## src/rtl/eth_link_manager_if.sv

```systemverilog
// Status and control bundle between eth_link_manager and its GT/PCS channels.
// Carries link_drop_count only when ETH_LINK_STATS_EN is defined.
interface eth_link_manager_if #(
  parameter int CHANNELS = 1
);
  logic                    clock_ok;
  logic [CHANNELS-1:0]     gt_powergood;
  logic [CHANNELS-1:0]     gt_reset_done;
  logic [CHANNELS-1:0]     rx_block_lock;
  logic [CHANNELS-1:0]     rx_high_ber;
  logic [CHANNELS-1:0]     force_reset;
  logic [CHANNELS-1:0]     gt_reset_all;
  logic [CHANNELS-1:0]     link_up;
  logic [3*CHANNELS-1:0]   link_state;
  logic [CHANNELS-1:0]     retry_exhausted;
`ifdef ETH_LINK_STATS_EN
  logic [8*CHANNELS-1:0]   link_drop_count;

  modport master (
    input  clock_ok, gt_powergood, gt_reset_done, rx_block_lock, rx_high_ber, force_reset,
    output gt_reset_all, link_up, link_state, retry_exhausted, link_drop_count
  );
  modport slave (
    output clock_ok, gt_powergood, gt_reset_done, rx_block_lock, rx_high_ber, force_reset,
    input  gt_reset_all, link_up, link_state, retry_exhausted, link_drop_count
  );
`else
  modport master (
    input  clock_ok, gt_powergood, gt_reset_done, rx_block_lock, rx_high_ber, force_reset,
    output gt_reset_all, link_up, link_state, retry_exhausted
  );
  modport slave (
    output clock_ok, gt_powergood, gt_reset_done, rx_block_lock, rx_high_ber, force_reset,
    input  gt_reset_all, link_up, link_state, retry_exhausted
  );
`endif
endinterface

```

## src/rtl/eth_link_manager.sv

```systemverilog
// N-channel GT bring-up sequencer and link supervisor (POR, reset-done, block lock, debounce, retry).
// Optional macro ETH_LINK_STATS_EN adds per-channel 8-bit saturating link-drop counters.
module eth_link_manager #(
  parameter int CHANNELS     = 1,
  parameter int POR_CYCLES   = 1024,
  parameter int LOCK_TIMEOUT = 12500000,
  parameter int DOWN_FILTER  = 16,
  parameter int RETRY_LIMIT  = 0
) (
  input  logic               clock,
  input  logic               aresetn,
  eth_link_manager_if.master bus
);

  localparam int TMAX_A = (POR_CYCLES > LOCK_TIMEOUT) ? POR_CYCLES : LOCK_TIMEOUT;
  localparam int TMAX   = (TMAX_A > DOWN_FILTER) ? TMAX_A : DOWN_FILTER;
  localparam int TW     = (TMAX > 1) ? $clog2(TMAX) : 1;
  localparam int RW     = (RETRY_LIMIT > 0) ? $clog2(RETRY_LIMIT + 1) : 1;

  localparam logic [TW-1:0] POR_LAST  = TW'(POR_CYCLES - 1);
  localparam logic [TW-1:0] LOCK_LAST = TW'(LOCK_TIMEOUT - 1);
  // The sample that moved UP into S_DOWN_FILTER is the first bad one of the run.
  localparam logic [TW-1:0] DF_LAST   = (DOWN_FILTER >= 2) ? TW'(DOWN_FILTER - 2) : '0;
  localparam logic [RW-1:0] RETRY_MAX = RW'(RETRY_LIMIT);

  typedef enum logic [2:0] {
    S_IDLE        = 3'd0,
    S_POR         = 3'd1,
    S_WAIT_DONE   = 3'd2,
    S_WAIT_LOCK   = 3'd3,
    S_UP          = 3'd4,
    S_DOWN_FILTER = 3'd5,
    S_FAILED      = 3'd6
  } state_t;

  function automatic logic [RW-1:0] retry_inc(input logic [RW-1:0] v);
    return (&v) ? v : v + 1'b1;
  endfunction

  function automatic logic [7:0] drop_inc(input logic [7:0] v);
    return (&v) ? v : v + 8'd1;
  endfunction

  for (genvar i = 0; i < CHANNELS; i++) begin : g_ch
    state_t        st, st_nx;
    logic [TW-1:0] tmr, tmr_nx;
    logic [RW-1:0] rc, rc_nx, rc_up;
    logic          retry;
    logic          lock_ok;
    logic          done;

    assign lock_ok = bus.rx_block_lock[i] & ~bus.rx_high_ber[i];
    assign done    = bus.gt_reset_done[i];
    assign rc_up   = retry_inc(rc);

    always_ff @(posedge clock or negedge aresetn) begin
      if (!aresetn) begin
        st  <= S_IDLE;
        tmr <= '0;
        rc  <= '0;
      end else begin
        st  <= st_nx;
        tmr <= tmr_nx;
        rc  <= rc_nx;
      end
    end

    always_comb begin
      st_nx  = st;
      tmr_nx = tmr;
      rc_nx  = rc;
      retry  = 1'b0;
      if (!bus.clock_ok || !bus.gt_powergood[i]) begin
        st_nx  = S_IDLE;
        tmr_nx = '0;
        rc_nx  = '0;
      end else if (bus.force_reset[i]) begin
        st_nx  = S_POR;
        tmr_nx = '0;
        rc_nx  = '0;
      end else begin
        case (st)
          S_IDLE: begin
            st_nx  = S_POR;
            tmr_nx = '0;
          end
          S_POR: begin
            if (tmr == POR_LAST) begin
              st_nx  = S_WAIT_DONE;
              tmr_nx = '0;
            end else begin
              tmr_nx = tmr + 1'b1;
            end
          end
          S_WAIT_DONE: begin
            if (done) begin
              st_nx  = S_WAIT_LOCK;
              tmr_nx = '0;
            end else if (tmr == LOCK_LAST) begin
              retry = 1'b1;
            end else begin
              tmr_nx = tmr + 1'b1;
            end
          end
          S_WAIT_LOCK: begin
            if (lock_ok) begin
              st_nx = S_UP;
              rc_nx = '0;
            end else if (!done || tmr == LOCK_LAST) begin
              retry = 1'b1;
            end else begin
              tmr_nx = tmr + 1'b1;
            end
          end
          S_UP: begin
            if (!lock_ok) begin
              if (DOWN_FILTER == 1) begin
                retry = 1'b1;
              end else begin
                st_nx  = S_DOWN_FILTER;
                tmr_nx = '0;
              end
            end else if (!done) begin
              retry = 1'b1;
            end
          end
          S_DOWN_FILTER: begin
            if (lock_ok) begin
              st_nx = S_UP;
            end else if (tmr == DF_LAST || !done) begin
              retry = 1'b1;
            end else begin
              tmr_nx = tmr + 1'b1;
            end
          end
          S_FAILED: begin
          end
          default: begin
            st_nx  = S_IDLE;
            tmr_nx = '0;
          end
        endcase
      end

      // Every failure path funnels through here so counting and the FAILED decision live in one place.
      if (retry) begin
        rc_nx  = rc_up;
        tmr_nx = '0;
        st_nx  = (RETRY_LIMIT != 0 && rc_up == RETRY_MAX) ? S_FAILED : S_POR;
      end
    end

    assign bus.gt_reset_all[i]     = (st == S_IDLE) || (st == S_POR) || (st == S_FAILED);
    assign bus.link_up[i]          = (st == S_UP);
    assign bus.retry_exhausted[i]  = (st == S_FAILED);
    assign bus.link_state[3*i +: 3] = st;

`ifdef ETH_LINK_STATS_EN
    logic       drop;
    logic [7:0] drop_cnt;

    // A retry out of the debounce state, or a bad-lock retry straight from UP, is a lost link.
    assign drop = retry & ((st == S_DOWN_FILTER) | ((st == S_UP) & ~lock_ok));

    always_ff @(posedge clock or negedge aresetn) begin
      if (!aresetn) begin
        drop_cnt <= '0;
      end else if (drop) begin
        drop_cnt <= drop_inc(drop_cnt);
      end
    end

    assign bus.link_drop_count[8*i +: 8] = drop_cnt;
`endif
  end

endmodule

```

## src/flat_wrapper.sv

```systemverilog
// flat-port wrapper written by rule: the top's interface ports become plain ports
module eth_link_manager_flat 
#(
  parameter int CHANNELS     = 1,
  parameter int POR_CYCLES   = 1024,
  parameter int LOCK_TIMEOUT = 12500000,
  parameter int DOWN_FILTER  = 16,
  parameter int RETRY_LIMIT  = 0
)
  (clock, aresetn, bus_clock_ok, bus_gt_powergood, bus_gt_reset_done, bus_rx_block_lock, bus_rx_high_ber, bus_force_reset, bus_gt_reset_all, bus_link_up, bus_link_state, bus_retry_exhausted);
  eth_link_manager_if #(.CHANNELS(CHANNELS)) bus_i ();
  input  logic clock;
  input  logic aresetn;
  input wire logic [$bits(bus_i.clock_ok)-1:0] bus_clock_ok;
  input wire logic [$bits(bus_i.gt_powergood)-1:0] bus_gt_powergood;
  input wire logic [$bits(bus_i.gt_reset_done)-1:0] bus_gt_reset_done;
  input wire logic [$bits(bus_i.rx_block_lock)-1:0] bus_rx_block_lock;
  input wire logic [$bits(bus_i.rx_high_ber)-1:0] bus_rx_high_ber;
  input wire logic [$bits(bus_i.force_reset)-1:0] bus_force_reset;
  output wire logic [$bits(bus_i.gt_reset_all)-1:0] bus_gt_reset_all;
  output wire logic [$bits(bus_i.link_up)-1:0] bus_link_up;
  output wire logic [$bits(bus_i.link_state)-1:0] bus_link_state;
  output wire logic [$bits(bus_i.retry_exhausted)-1:0] bus_retry_exhausted;
  assign bus_i.clock_ok = bus_clock_ok;
  assign bus_i.gt_powergood = bus_gt_powergood;
  assign bus_i.gt_reset_done = bus_gt_reset_done;
  assign bus_i.rx_block_lock = bus_rx_block_lock;
  assign bus_i.rx_high_ber = bus_rx_high_ber;
  assign bus_i.force_reset = bus_force_reset;
  assign bus_gt_reset_all = bus_i.gt_reset_all;
  assign bus_link_up = bus_i.link_up;
  assign bus_link_state = bus_i.link_state;
  assign bus_retry_exhausted = bus_i.retry_exhausted;
  eth_link_manager #(.CHANNELS(CHANNELS), .POR_CYCLES(POR_CYCLES), .LOCK_TIMEOUT(LOCK_TIMEOUT), .DOWN_FILTER(DOWN_FILTER), .RETRY_LIMIT(RETRY_LIMIT)) u_core (.clock(clock), .aresetn(aresetn), .bus(bus_i));
endmodule
```

## config.mk

```make
export PLATFORM = sky130hd
export DESIGN_NAME = eth_link_manager_flat
export DESIGN_NICKNAME = d
export VERILOG_FILES = /design/src/rtl/eth_link_manager_if.sv /design/src/rtl/eth_link_manager.sv /design/src/flat_wrapper.sv
export SDC_FILE = /design/constraint.sdc
export NUM_CORES = 1
export LEC_CHECK = 0
export CAP_MARGIN = 20
export CORE_MARGIN = 5
export CORE_UTILIZATION = 38
export DETAILED_ROUTE_END_ITERATION = 16
export HOLD_SLACK_MARGIN = 0.15
export PLACE_DENSITY_LB_ADDON = 0.05
export SYNTH_ARGS = -nofsm -noshare
export SYNTH_HDL_FRONTEND = slang
export SYNTH_SLANG_ARGS = --single-unit
```

## constraint.sdc

```tcl
create_clock -name clock -period 7.22 [get_ports clock]
set_input_delay 1.444 -clock clock [delete_from_list [all_inputs] [get_ports clock]]
set_output_delay 1.444 -clock clock [all_outputs]
set_load 0.005 [all_outputs]
```

# Word-level counts from Yosys, hierarchy flattened
# Index checks and enable logic that the tools add are counted.
[totals]
reg_bits = 27
in_bits = 8
output_inout_bits = 6
word_cells = 67
[classes]
addsub = 1
eq_ne = 19
muxes = 31
n_bitwise = 2
n_reduce_logical = 12
[ops]
columns = ["cell", "n"]
rows = [
  ["$mux W24", 11],
  ["$pmux W24 S6", 1],
  ["$add A24 B1 Y24 const B", 1],
  ["$eq A24 B10 Y1 const B", 1],
  ["$eq A24 B24 Y1 const B", 1],
  ["$eq A24 B4 Y1 const B", 1],
  ["$mux W3", 7],
  ["$pmux W3 S6", 1],
  ["$ne A5 B3 Y1 const B", 3],
  ["$ne A5 B4 Y1 const B", 3],
  ["$mux W1", 10],
  ["$eq A3 B3 Y1 const B", 3],
  ["$reduce_and A7 Y1", 1],
  ["$eq A3 B2 Y1 const B", 2],
  ["$ne A6 B4 Y1 const B", 1],
  ["$logic_or A1 B1 Y1", 5],
  ["$ne A5 B1 Y1 const B", 1],
  ["$ne A5 B2 Y1 const B", 1],
  ["$reduce_and A5 Y1", 1],
  ["$ne A4 B2 Y1 const B", 1],
  ["$pmux W1 S4", 1],
  ["$eq A3 B1 Y1 const B", 1],
  ["$logic_not A1 Y1", 3],
  ["$logic_not A3 Y1", 1],
  ["3 further kinds", 3],
]

# Longest topological paths before layout
[logic_depth]
word_depth = 9
mapped_depth = 11
mapped_depth_nobuf = 9

# Worst setup path before layout
# No wires, ideal clock.
[synth_path]
kind = "in2reg"
from = "in bus_rx_block_lock"
to = "reg u_core.g_ch[0].tmr[7]"
setup_time_ps = 121
arrival_ps = 3142
t_required_ps = 7099
slack_ps = 3957
path_stages = 10
path_buffers = 3
cell_sequence = "nor2b_1 -> buf_4 -> xnor2_1 -> a211o_1 -> nor4_2 -> buf_6 -> and2_4 -> buf_2 -> nor2_1 -> a22o_1"
[synth_via]
elab_chain_len = 7
elab_cells_between_ends = 16
cone_classes = "7 x eq/ne; 7 x mux; 1 x bitwise; 1 x reduce/logical"
[synth_lines]
columns = ["item", "line_no", "source"]
rows = [
  ["start, declared", "flat_wrapper.sv:17", "input wire logic [$bits(bus_i.rx_block_lock)-1:0] bus_rx_block_lock;"],
  ["$and A1 B1 Y1 (*)", "eth_link_manager.sv:52", "assign lock_ok = bus.rx_block_lock[i] & ~bus.rx_high_ber[i];"],
  ["$mux W1, on equally long branches", "eth_link_manager.sv:128, eth_link_manager.sv:106, eth_link_manager.sv:116", ""],
  ["$pmux W1 S4", "eth_link_manager.sv:82", "case (st)"],
  ["$mux W1", "eth_link_manager.sv:77", "end else if (bus.force_reset[i]) begin"],
  ["$mux W1", "eth_link_manager.sv:73", "if (!bus.clock_ok || !bus.gt_powergood[i]) begin"],
  ["$ne A6 B4 Y1 (no line), or another cell as far along", "n/a", ""],
  ["$reduce_and A7 Y1 (no line)", "n/a", ""],
  ["end signal, assigned", "eth_link_manager.sv:63", "tmr <= tmr_nx;"],
  ["end, declared", "eth_link_manager.sv:46", "logic [TW-1:0] tmr, tmr_nx;"],
]
# Every way passes the cells marked *; elsewhere a longest branch is shown, timed or not.
# A chain may end at the register's enable or synchronous reset.

# Final worst setup path
[layout_path]
from = "in bus_rx_block_lock"
to = "reg u_core.g_ch[0].tmr[13]"
# The elaborated chain is that of the path after synthesis.

==> impl_results.md <==
* First-pass GRT wire length at 8770 um
* Die Wd at 81.5 um
* Via count at 1,707
* Crit path max-delay family: simple AND/OR/NAND/NOR gates
* Gate Count Post-Synth at 222
* CP bufs+invs at 2
* Syn Std Cell Area at 1940 um2
* Drc violations at 0
* Final Util at 0.427
* CP Launch Type: primary input
* # diodes at 0
* Port Buf Inserts at 13
* Critical Path Slowest Stage Cell: nor2b_1
* H-tree levels at 1
* Clk pwr share at 0.333
* Yosys reg bits at 27
* Setup TNS Final at 0 ns
* Status: finished clean
* Hold buffer count at CTS at 0
* Seq pwr share at 0.589
* Area grow syn2layout at 10.9%
* Net Sw Power at around 0.00006 W
* Initial Utilization at 0.385
* CTS root buffer: clkbuf_8
* I/O Pins at 14
* Vias in the first global route at between 1,500 and 2,000
* Postcts setup bufs at 0
* Sequential-to-total area share from yosys stat at 0.348
* Peak VDD IR at 58.7 uV
* Synth top area cells: dfrtp_1 (35%), nand2_1 (4.6%), o21ai_0 (4.4%)
* Most common cell after layout, fill and taps aside: dfrtp_1
* Synthesis Warnings at 0
* Post-Syn Nets at roughly 230
* DP HPWL at 3610 um
* Die H at just over 80 um
* Max_cap viols at 0
* RSZ-0062 raised after global routing: no
* Clk Latency, worst-skew pair at 0.27 ns
* Pin count of the biggest net entering global routing at 28
* # nets final at 242
* WL/cell at 16.4 um
* CP endpoint kind: flip-flop
* Total CTS buffers at 3
* TritonCTS sink count at 27
* Max clock buf depth at 2
* Combinational share of power at 0.078
* EDFF count, synth at 0
* Sw Ratio at 0.232
* Aggregate global routing overflow at 0
* FFs w/ async S/R, synth at 1.00
* Yosys top cell area share at 0.348
* Row count at 26
* Cell internal pwr at 0.000198 W
* Tot GR Track Use at 0.169
* Post-Route WL at ~4900 um
* Static leakage at 0.779 nW
* Final Hold Vio Count at 0
* Slew @ Worst Pin at 0.646 ns
* Initial antenna violation count at 0
* Syn_area_per_cell at 8.75 um2
* Unique masters post-synth at 54
* Final worst path period need at 4.07 ns
* Crit path max fanout at 11
* Commonest cells after routing, fill and taps aside: dfrtp_1 (27), nand2_1 (24), nor2_1 (19), o21ai_0 (17), a21oi_1 (14)
* Slew Viols, Final at 0
* # resized after CTS at 0
* F_max at 246 MHz
* Detailed Route Iter0 Violations at 88
* CTS tree: built
* Drt first pass iters at 5
* Worst path max stage delay at 0.54 ns
* Worst setup path category: in2reg
* Relative slew slack at 0.569
* Core area at 5040 um2
* Worst path required time at 7.44 ns
* Fin crit share at 0.564
* CTS clock-pin slew for the worst setup and hold paths at ~0.09 ns
* ANT nets after route at 0
* Final RePlAce weighted congestion at 0.859
* Max Clock Skew at roughly 0.0038 ns
* Critical Path AT at 4.29 ns
* Vias per std cell at 5.67
* Final setup viols at 0
* Fill cell count at 515
* Reg2Reg Setup Slack at 4.36 ns
* Crit-path cells: clkdlybuf4s50_1 -> nor2b_1 -> xnor2_1 -> a211o_1 -> nor4_2 -> buf_4 -> or3b_1 -> nor3_1 -> a21o_1
* Share of layout cells above drive strength 1 at 0.108
* Synth Flop Type: dfrtp_1
* Leading area contributor after synthesis: dfrtp_1
* Die area at roughly 6600 um2
* Hold Crit Class: reg2reg
* Power per cell area at 120 nW/um2
[power by group through the flow]
stage,Clock (W),Combinational (W),Sequential [W]
2_1_floorplan,0,0.0000100,0.000155
3_3_place_gp,0,0.0000203,0.000155
3_5_place_dp,0,0.0000203,0.000155
4_1_cts,0.0000910,0.0000205,0.000152
5_1_grt,0.000100,0.0000225,0.000153
6_report,0.0000861,0.0000201,0.000152
[layer usage]
| metal | wire length [um] | track usage | share of wire | vias up |
|---|---|---|---|---|
| li1 | - | - | - | 839 |
| met5 | 0 | 0 | 0 | - |
| met1 | 2240 | 0.224 | 0.45 | 845 |
| met3 | 163 | 0.0230 | 0.033 | 4 |
| met4 | 48 | 0.0507 | 0.0097 | 0 |
| met2 | 2470 | 0.284 | 0.50 | 19 |
[flip-flops by register name, indices dropped and copies added (netlist names)]
signal	flops
u_core.g_ch.tmr	24
u_core.bus.link_state	3
[per-stage QoR]
step / instance area, um2 / total power [W] / worst slack, ns / cells / hold WS [ns]
finish: 2150 / 0.000259 / 3.15 / 301 / 0.553
CTS: 2150 / 0.000264 / 3.13 / 301 / 0.557
global route: 2150 / 0.000275 / 2.96 / 301 / 0.594
floorplan: 1940 / 0.000165 / 3.96 / 222 / 0.496
global placement: 2110 / 0.000176 / 2.94 / 297 / 0.541
detailed placement: 2110 / 0.000176 / 2.88 / 297 / 0.543
[final cells by class]
type                       count  area [um2]  share of cell area
clock buffer                   3        41.3              0.0192
inverter                       4        15.0             0.00697
clock inverter                 1        5.00             0.00232
tap                           70        87.6              0.0407
multi-input combinational    181        1180               0.550
sequential                    27         676               0.314
timing repair buffer          15         145              0.0674
[logic make-up after synthesis]
| family | count (synthesis) | share of synthesized area |
|---|---|---|
| AOI/OAI and AO/OA | 55 | 0.211 |
| xor gates and xnor gates | 6 | 0.0270 |
| adders and majority gates | 2 | 0.0129 |
| buffers and inverters | 14 | 0.0425 |
| DFF | 27 | 0.348 |
| and+or+nand+nor | 118 | 0.359 |
[worst register-to-register path: cells and delay by family, from the launching register on]
family	cells	cell delay (ns)
simple gates	6	1.95
fa+ha+maj	1	0.27
flops	1	0.44
compound gates	1	0.15
[cell usage after synthesis, drive strengths merged (5+ instances only)]
master,n
or3,9
nor2b,6
nor4,5
dfrtp,27
a21oi,14
o21ai,17
nand2b,6
nand4,8
and3,6
buf,10
nor3,12
nor2,19
nand2,24
xnor2,6
nand3,8
[path summary, 6_finish.rpt]
path | from | to | cells past startpoint
max reg2reg | u_core.g_ch[0].tmr[0] | u_core.g_ch[0].tmr[23] | 8
min reg2reg | u_core.g_ch[0].tmr[4] | u_core.g_ch[0].tmr[4] | 1
min in group asynchronous | aresetn | u_core.g_ch[0].tmr[1] | 2
max in group asynchronous | aresetn | u_core.bus.link_state[2] | 2
min | u_core.g_ch[0].tmr[4] | u_core.g_ch[0].tmr[4] | 1
max | bus_rx_block_lock | u_core.g_ch[0].tmr[13] | 9
Power figures use the tool's default switching activity.
